==> config.mk <==
export PLATFORM = sky130hd
export DESIGN_NAME = gf_mac_arbiter_flat
export DESIGN_NICKNAME = d
export VERILOG_FILES = /design/src/rtl/gf32_pkg.sv /design/src/rtl/gf_mac_arbiter_if.sv /design/src/rtl/gf_mac_arbiter_rr_arbiter.sv /design/src/rtl/gfadder.sv /design/src/rtl/lcpmult.sv /design/src/rtl/gf_mac_arbiter.sv /design/src/flat_wrapper.sv
export SDC_FILE = /design/constraint.sdc
export NUM_CORES = 1
export LEC_CHECK = 0
export CAP_MARGIN = 10
export CORE_MARGIN = 2
export CORE_UTILIZATION = 42
export DETAILED_ROUTE_END_ITERATION = 16
export PLACE_DENSITY = 0.77
export SYNTH_ARGS = -nofsm -noshare
export SYNTH_HDL_FRONTEND = slang
export SYNTH_HIERARCHICAL = 1
export SYNTH_SLANG_ARGS = --single-unit
==> constraint.sdc <==
create_clock -name clock -period 4.2 [get_ports clock]
set_input_delay 0.63 -clock clock [delete_from_list [all_inputs] [get_ports clock]]
set_output_delay 0.63 -clock clock [all_outputs]
set_load 0.01 [all_outputs]
==> src/rtl/gf32_pkg.sv <==
// rtl/gf32_pkg.sv - GF(2^5) field constants and id-width helper
package gf32_pkg;

    localparam int         GF_W     = 5;
    // Low terms of x^5 + x^2 + 1; the x^5 term is implicit in the reduction.
    localparam logic [4:0] GF_POLY  = 5'b00101;
    localparam logic [4:0] GF_ONE   = 5'b00001;
    localparam logic [4:0] GF_ALPHA = 5'b00010;

    function automatic int clog2(input int n);
        int r;
        r = 0;
        for (int v = n - 1; v > 0; v = v >> 1) begin
            r++;
        end
        return r;
    endfunction

endpackage

==> src/rtl/gf_mac_arbiter_if.sv <==
// rtl/gf_mac_arbiter_if.sv - request/grant and result bus of the shared GF MAC
interface gf_mac_arbiter_if
    import gf32_pkg::*;
#(
    parameter int NREQ  = 4,
    parameter int IDW   = 2,
    parameter int SYM_W = GF_W
);
    logic [NREQ-1:0]       req;
    logic [NREQ*SYM_W-1:0] op_a;
    logic [NREQ*SYM_W-1:0] op_b;
    logic [NREQ*SYM_W-1:0] op_c;
    logic [NREQ-1:0]       gnt;
    logic                  res_valid;
    logic [IDW-1:0]        res_id;
    logic [SYM_W-1:0]      res_data;
    logic                  res_ready;

    modport slave (
        input  req, op_a, op_b, op_c, res_ready,
        output gnt, res_valid, res_id, res_data
    );

    modport master (
        output req, op_a, op_b, op_c, res_ready,
        input  gnt, res_valid, res_id, res_data
    );
endinterface

==> src/rtl/gf_mac_arbiter_rr_arbiter.sv <==
// rtl/gf_mac_arbiter_rr_arbiter.sv - round-robin arbiter owning the rotate pointer
module rr_arbiter #(
    parameter int NREQ = 4,
    parameter int IDW  = 2
) (
    input  logic            clk_i,
    input  logic            rst_i,
    input  logic [NREQ-1:0] req_i,
    input  logic            accept_i,
    output logic [NREQ-1:0] gnt_o,
    output logic [IDW-1:0]  gnt_idx_o,
    output logic            gnt_any_o
);
    logic [IDW-1:0]  rr_ptr_q;
    logic [IDW-1:0]  rr_ptr_d;
    logic [NREQ-1:0] gnt;
    logic [IDW-1:0]  idx;
    logic [IDW-1:0]  jj;
    logic            found;
    int              j;

    // Scan from rr_ptr upward, wrapping, and take the first live request.
    always_comb begin
        gnt   = '0;
        idx   = '0;
        found = 1'b0;
        j     = 0;
        jj    = '0;
        for (int k = 0; k < NREQ; k++) begin
            j = int'(rr_ptr_q) + k;
            if (j >= NREQ) begin
                j = j - NREQ;
            end
            jj = IDW'(j);
            if (!found && req_i[jj]) begin
                found   = 1'b1;
                gnt[jj] = 1'b1;
                idx     = jj;
            end
        end
        if (!accept_i || rst_i) begin
            found = 1'b0;
            gnt   = '0;
        end
    end

    always_comb begin
        rr_ptr_d = rr_ptr_q;
        if (found) begin
            rr_ptr_d = (idx == IDW'(NREQ - 1)) ? '0 : idx + 1'b1;
        end
    end

    always_ff @(posedge clk_i) begin
        if (rst_i) begin
            rr_ptr_q <= '0;
        end else begin
            rr_ptr_q <= rr_ptr_d;
        end
    end

    assign gnt_o     = gnt;
    assign gnt_idx_o = idx;
    assign gnt_any_o = found;
endmodule

==> src/rtl/gfadder.sv <==
// rtl/gfadder.sv - GF(2^5) addition (carry-free XOR)
module gfadder
    import gf32_pkg::*;
(
    input  logic [GF_W-1:0] x_i,
    input  logic [GF_W-1:0] y_i,
    output logic [GF_W-1:0] s_o
);
    assign s_o = x_i ^ y_i;
endmodule

==> src/rtl/lcpmult.sv <==
// rtl/lcpmult.sv - combinational GF(2^5) multiplier, polynomial basis
module lcpmult
    import gf32_pkg::*;
(
    input  logic [GF_W-1:0] a_i,
    input  logic [GF_W-1:0] b_i,
    output logic [GF_W-1:0] p_o
);
    logic [GF_W-1:0] acc;

    // MSB-first Horner: shift, fold x^5 back via the polynomial, add a.
    always_comb begin
        acc = '0;
        for (int i = GF_W - 1; i >= 0; i--) begin
            acc = {acc[GF_W-2:0], 1'b0} ^ (acc[GF_W-1] ? GF_POLY : '0);
            if (b_i[i]) begin
                acc = acc ^ a_i;
            end
        end
    end

    assign p_o = acc;
endmodule

==> src/rtl/gf_mac_arbiter.sv <==
// rtl/gf_mac_arbiter.sv - shared GF(2^5) a*b^c unit with round-robin arbitration
module gf_mac_arbiter
    import gf32_pkg::*;
#(
    parameter int NREQ  = 4,
    parameter int IDW   = clog2(NREQ),
    parameter int SYM_W = GF_W
) (
    input  logic             clock,
    input  logic             reset,
    gf_mac_arbiter_if.slave  bus
);
    if (SYM_W != GF_W) begin : g_bad_sym_w
        $error("gf_mac_arbiter: SYM_W must be 5");
    end
    if (NREQ < 2 || NREQ > 8) begin : g_bad_nreq
        $error("gf_mac_arbiter: NREQ must be in 2..8");
    end

    logic            adv;
    logic            accept;
    logic [NREQ-1:0] gnt;
    logic [IDW-1:0]  gnt_idx;
    logic            gnt_any;
    logic [GF_W-1:0] prod;
    logic [GF_W-1:0] sum;

    logic            s1_v_q,  s1_v_d;
    logic [GF_W-1:0] s1_a_q,  s1_a_d;
    logic [GF_W-1:0] s1_b_q,  s1_b_d;
    logic [GF_W-1:0] s1_c_q,  s1_c_d;
    logic [IDW-1:0]  s1_id_q, s1_id_d;

    logic            res_valid_q, res_valid_d;
    logic [IDW-1:0]  res_id_q,    res_id_d;
    logic [GF_W-1:0] res_data_q,  res_data_d;

    // OUT moves whenever it is empty or drained; S1 refills whenever it moves on.
    assign adv    = !res_valid_q || bus.res_ready;
    assign accept = !s1_v_q || adv;

    rr_arbiter #(
        .NREQ (NREQ),
        .IDW  (IDW)
    ) u_arb (
        .clk_i     (clock),
        .rst_i     (reset),
        .req_i     (bus.req),
        .accept_i  (accept),
        .gnt_o     (gnt),
        .gnt_idx_o (gnt_idx),
        .gnt_any_o (gnt_any)
    );

    lcpmult u_mul (
        .a_i (s1_a_q),
        .b_i (s1_b_q),
        .p_o (prod)
    );

    gfadder u_add (
        .x_i (prod),
        .y_i (s1_c_q),
        .s_o (sum)
    );

    always_comb begin
        s1_v_d      = s1_v_q;
        s1_a_d      = s1_a_q;
        s1_b_d      = s1_b_q;
        s1_c_d      = s1_c_q;
        s1_id_d     = s1_id_q;
        res_valid_d = res_valid_q;
        res_id_d    = res_id_q;
        res_data_d  = res_data_q;

        if (accept) begin
            s1_v_d = gnt_any;
            for (int i = 0; i < NREQ; i++) begin
                if (gnt[i]) begin
                    s1_a_d = bus.op_a[i*GF_W +: GF_W];
                    s1_b_d = bus.op_b[i*GF_W +: GF_W];
                    s1_c_d = bus.op_c[i*GF_W +: GF_W];
                end
            end
            if (gnt_any) begin
                s1_id_d = gnt_idx;
            end
        end

        // An empty S1 drops valid but leaves the last id/data visible.
        if (adv) begin
            res_valid_d = s1_v_q;
            if (s1_v_q) begin
                res_id_d   = s1_id_q;
                res_data_d = sum;
            end
        end
    end

    always_ff @(posedge clock) begin
        if (reset) begin
            s1_v_q      <= 1'b0;
            s1_a_q      <= '0;
            s1_b_q      <= '0;
            s1_c_q      <= '0;
            s1_id_q     <= '0;
            res_valid_q <= 1'b0;
            res_id_q    <= '0;
            res_data_q  <= '0;
        end else begin
            s1_v_q      <= s1_v_d;
            s1_a_q      <= s1_a_d;
            s1_b_q      <= s1_b_d;
            s1_c_q      <= s1_c_d;
            s1_id_q     <= s1_id_d;
            res_valid_q <= res_valid_d;
            res_id_q    <= res_id_d;
            res_data_q  <= res_data_d;
        end
    end

    assign bus.gnt       = gnt;
    assign bus.res_valid = res_valid_q;
    assign bus.res_id    = res_id_q;
    assign bus.res_data  = res_data_q;
endmodule
==> src/flat_wrapper.sv <==
// flat-port wrapper written by rule: the top's interface ports become plain ports
module gf_mac_arbiter_flat import gf32_pkg::*;
#(
    parameter int NREQ  = 4,
    parameter int IDW   = clog2(NREQ),
    parameter int SYM_W = GF_W
)
  (clock, reset, bus_req, bus_op_a, bus_op_b, bus_op_c, bus_res_ready, bus_gnt, bus_res_valid, bus_res_id, bus_res_data);
  gf_mac_arbiter_if #(.NREQ(NREQ), .IDW(IDW), .SYM_W(SYM_W)) bus_i ();
  input  logic clock;
  input  logic reset;
  input wire logic [$bits(bus_i.req)-1:0] bus_req;
  input wire logic [$bits(bus_i.op_a)-1:0] bus_op_a;
  input wire logic [$bits(bus_i.op_b)-1:0] bus_op_b;
  input wire logic [$bits(bus_i.op_c)-1:0] bus_op_c;
  input wire logic [$bits(bus_i.res_ready)-1:0] bus_res_ready;
  output wire logic [$bits(bus_i.gnt)-1:0] bus_gnt;
  output wire logic [$bits(bus_i.res_valid)-1:0] bus_res_valid;
  output wire logic [$bits(bus_i.res_id)-1:0] bus_res_id;
  output wire logic [$bits(bus_i.res_data)-1:0] bus_res_data;
  assign bus_i.req = bus_req;
  assign bus_i.op_a = bus_op_a;
  assign bus_i.op_b = bus_op_b;
  assign bus_i.op_c = bus_op_c;
  assign bus_i.res_ready = bus_res_ready;
  assign bus_gnt = bus_i.gnt;
  assign bus_res_valid = bus_i.res_valid;
  assign bus_res_id = bus_i.res_id;
  assign bus_res_data = bus_i.res_data;
  gf_mac_arbiter #(.NREQ(NREQ), .IDW(IDW), .SYM_W(SYM_W)) u_core (.clock(clock), .reset(reset), .bus(bus_i));
endmodule
==> results.cfg <==
[worst_setup_path]
r2r_slack_ns = 0.55
end_kind = flip-flop
cp.required_ns = 4.38
r2r_start = u_core/u_arb/rr_ptr_q[1]$_SDFFE_PP0P_
crit_type = primary input to flip-flop
r2r_end = u_core/s1_c_q[1]$_SDFFE_PP0P_
cp-start-kind = primary input
crit_arrival_ns = 4.03
r2r_cells = 9
cp_max_fo = 19

[synth]
synth-main-ff-cell = dfxtp_1
yosysSeqAreaShare = 0.229
avgSynthCellArea_um2 = 8.75
ys_types = 46
syn_nets = 355
synth_area_mm2 = 0.00245
ys_ff_latch = 28
yosysWarnings = 6
synth-async-reset-ratio = 0
synth.top_cell.area_share = 0.229
syn_inst = 280
yosys-top-cells-area = dfxtp_1 (23%), mux2_2 (8.7%), a21oi_1 (6.9%)
synth-edff-count = 0
synth_top_cell_by_area = dfxtp_1

[die]
io_pins = 79
die-area_mm2 = 0.00646
fp.dieH_um = 80.4
die_w_um = 80.4
core_mm2 = 0.00557
start_util = 0.440
row_count = 27

[global_route]
grt_pass1_wl_mm = 11.3
antenna_found_initial = 0
track_usage = 0.218
grt_max_degree = 30
grt_overflow = 0
grt_pass1_vias = 2415

[clocking]
cts_made_buffers = 3
htree_num_levels = 1
postCtsSetupBuffers = 0
cts_tree = yes
clk_pin_slew_ns = 0.10
clockBufferDepth = 2
cts.repair.resized = 0
clkSinkCount = 28
root_buffer = clkbuf_8
clock_latency_ns = 0.27
ctsHoldBuffers = 0

[pwr]
p_total_mw = 1.88
ir_worst_vdd_v = 0.000298
powerDensity_mw_per_mm2 = 567
leakage_nw = 1.19

[layout]
final_cell_mix = clkdlybuf4s50_1 (78), a21oi_1 (34), nand2_1 (29)
num-fill-cells = 487
mostFrequentLayoutCell = clkdlybuf4s50_1
antennaDiodeCount = 0
layout-drive-gt1-share = 0.164
utilization = 0.595
fin_nets = 425
area_growth_syn_to_layout_pct = 35.3

[place]
pre_cts_ws_ns = 0.161
place_congestion = 1.10
hpwlAfterDp_mm = 4.97
port_buffers = 78

[route]
vias_per_cell = 5.80
drc = 0
dr_total_vias = 2434
first_pass_iters = 7
postRouteAntennaNets = 0
drt_iter0_drc = 163
wl_mm = 6.50
avgRoutedWirePerCell_um = 15.5

[sta]
worst_slack_ns = 0.354
hold_ws_ns = 0.468
maxSlewViolCount = 0
worstMarginPinSlew_ns = 1.00
setup_viol_count_final = 0
fin_setup_tns_ns = 0
max_freq_mhz = 260
final_hold_viol_count = 0
rsz0062_at_grt = false
period_share = 0.916
finalCriticalPeriod_ns = 3.85
clock-skew-final_ns = 0.00499
slew_headroom = 0.329

[worst_hold_path]
min_to = u_core/bus.res_id[1]$_SDFFE_PP0P_
hold_start = u_core/s1_id_q[1]$_SDFFE_PP0P_
hold_depth = 2
hp-class = flip-flop to flip-flop

[flow_run]
maxCapViolations = 0

[run_status]
status = complete, no violations
## synth_stat cells (2+ instances only)
cell      number
nand3b_1       7
buf_6          5
a311o_2        4
or3b_2         2
nand3_1        9
ha_1           8
buf_2          5
dfxtp_1       28
a211oi_2      10
nor2_1         4
a221oi_1       5
nor2b_1        3
a21oi_1       34
nand2b_1       3
a222oi_1      14
clkbuf_1      14
inv_1         11
xnor2_1       11
or4_4          2
mux2i_1        3
mux2_2        19
xnor3_1        3
xor2_1        12
nand2_1       29
and3b_1        2
a211oi_1       4
o21ai_0       10
## cells by family (layout without fill, tap and decap cells)
logic type,count (synthesis),after routing,synth area share
AND/OR/NAND/NOR,67,67,0.147
multiplexers,25,25,0.126
adder cells (fa/ha/maj),8,8,0.0408
flip-flops,28,28,0.229
XOR/XNOR,26,26,0.110
AO/OA/AOI/OAI,90,90,0.276
buffers and inverters,36,104,0.0730
## layer usage
| metal | wire length (um) | global-route usage | part of all wire |
|---|---|---|---|
| met5 | 0 | 0 | 0 |
| met4 | 37 | 0.0390 | 0.0057 |
| met1 | 2790 | 0.280 | 0.43 |
| met3 | 437 | 0.0427 | 0.067 |
| met2 | 3230 | 0.380 | 0.50 |
## how the worst max path moves through the flow
stage / slack (ns) / from / end
2_1_floorplan: 0.21 / bus_res_ready / u_core/s1_a_q[0]$_SDFFE_PP0P_
3_3_place_gp: 0.22 / bus_req[1] / u_core/s1_c_q[4]$_SDFFE_PP0P_
3_5_place_dp: 0.16 / bus_req[1] / u_core/s1_c_q[1]$_SDFFE_PP0P_
4_1_cts: 0.41 / bus_res_ready / bus_gnt[2]
5_1_grt: 0.20 / bus_req[1] / u_core/s1_c_q[4]$_SDFFE_PP0P_
6_report: 0.35 / bus_req[1] / u_core/s1_c_q[1]$_SDFFE_PP0P_
## power breakdown
group	internal [mW]	total, mW	switching (mW)
sequential	0.347	0.434	0.0870
clock	0.0645	0.150	0.0854
combinational	0.639	1.30	0.658
total	1.05	1.88	0.830
## flip-flops by register name (all words and copies together), names as in the netlist
signal	flops
u_core/bus.res_data	5
u_core/s1_v_q	1
u_core/bus.res_id	2
u_core/s1_a_q	5
u_core/s1_c_q	5
u_core/u_arb/rr_ptr_q	2
u_core/bus.res_valid	1
u_core/s1_id_q	2
u_core/s1_b_q	5
## final cells by class
type,count,area (um2),share of cell area
timing repair buffer,90,871,0.263
tap,72,90.1,0.0272
sequential,28,561,0.169
clock buffer,3,41.3,0.0125
inverter,11,41.3,0.0125
multi-input combinational,216,1710,0.516
## stage by stage
step                instances  cell area, um2
floorplan                 280            2450
global placement          417            3270
detailed placement        417            3270
CTS                       420            3320
global route              420            3320
finish                    420            3320
## critical path: stages
cell and delay [ns]:
clkdlybuf4s50_1 0.60, mux4_1 0.67, nand3b_1 0.14, a21oi_1 0.08, a311o_2 0.37, buf_4 0.20, nor2b_1 0.79, a222oi_1 0.22
a211oi_1 0.31
Note: power is estimated with default switching activity, not from simulation.
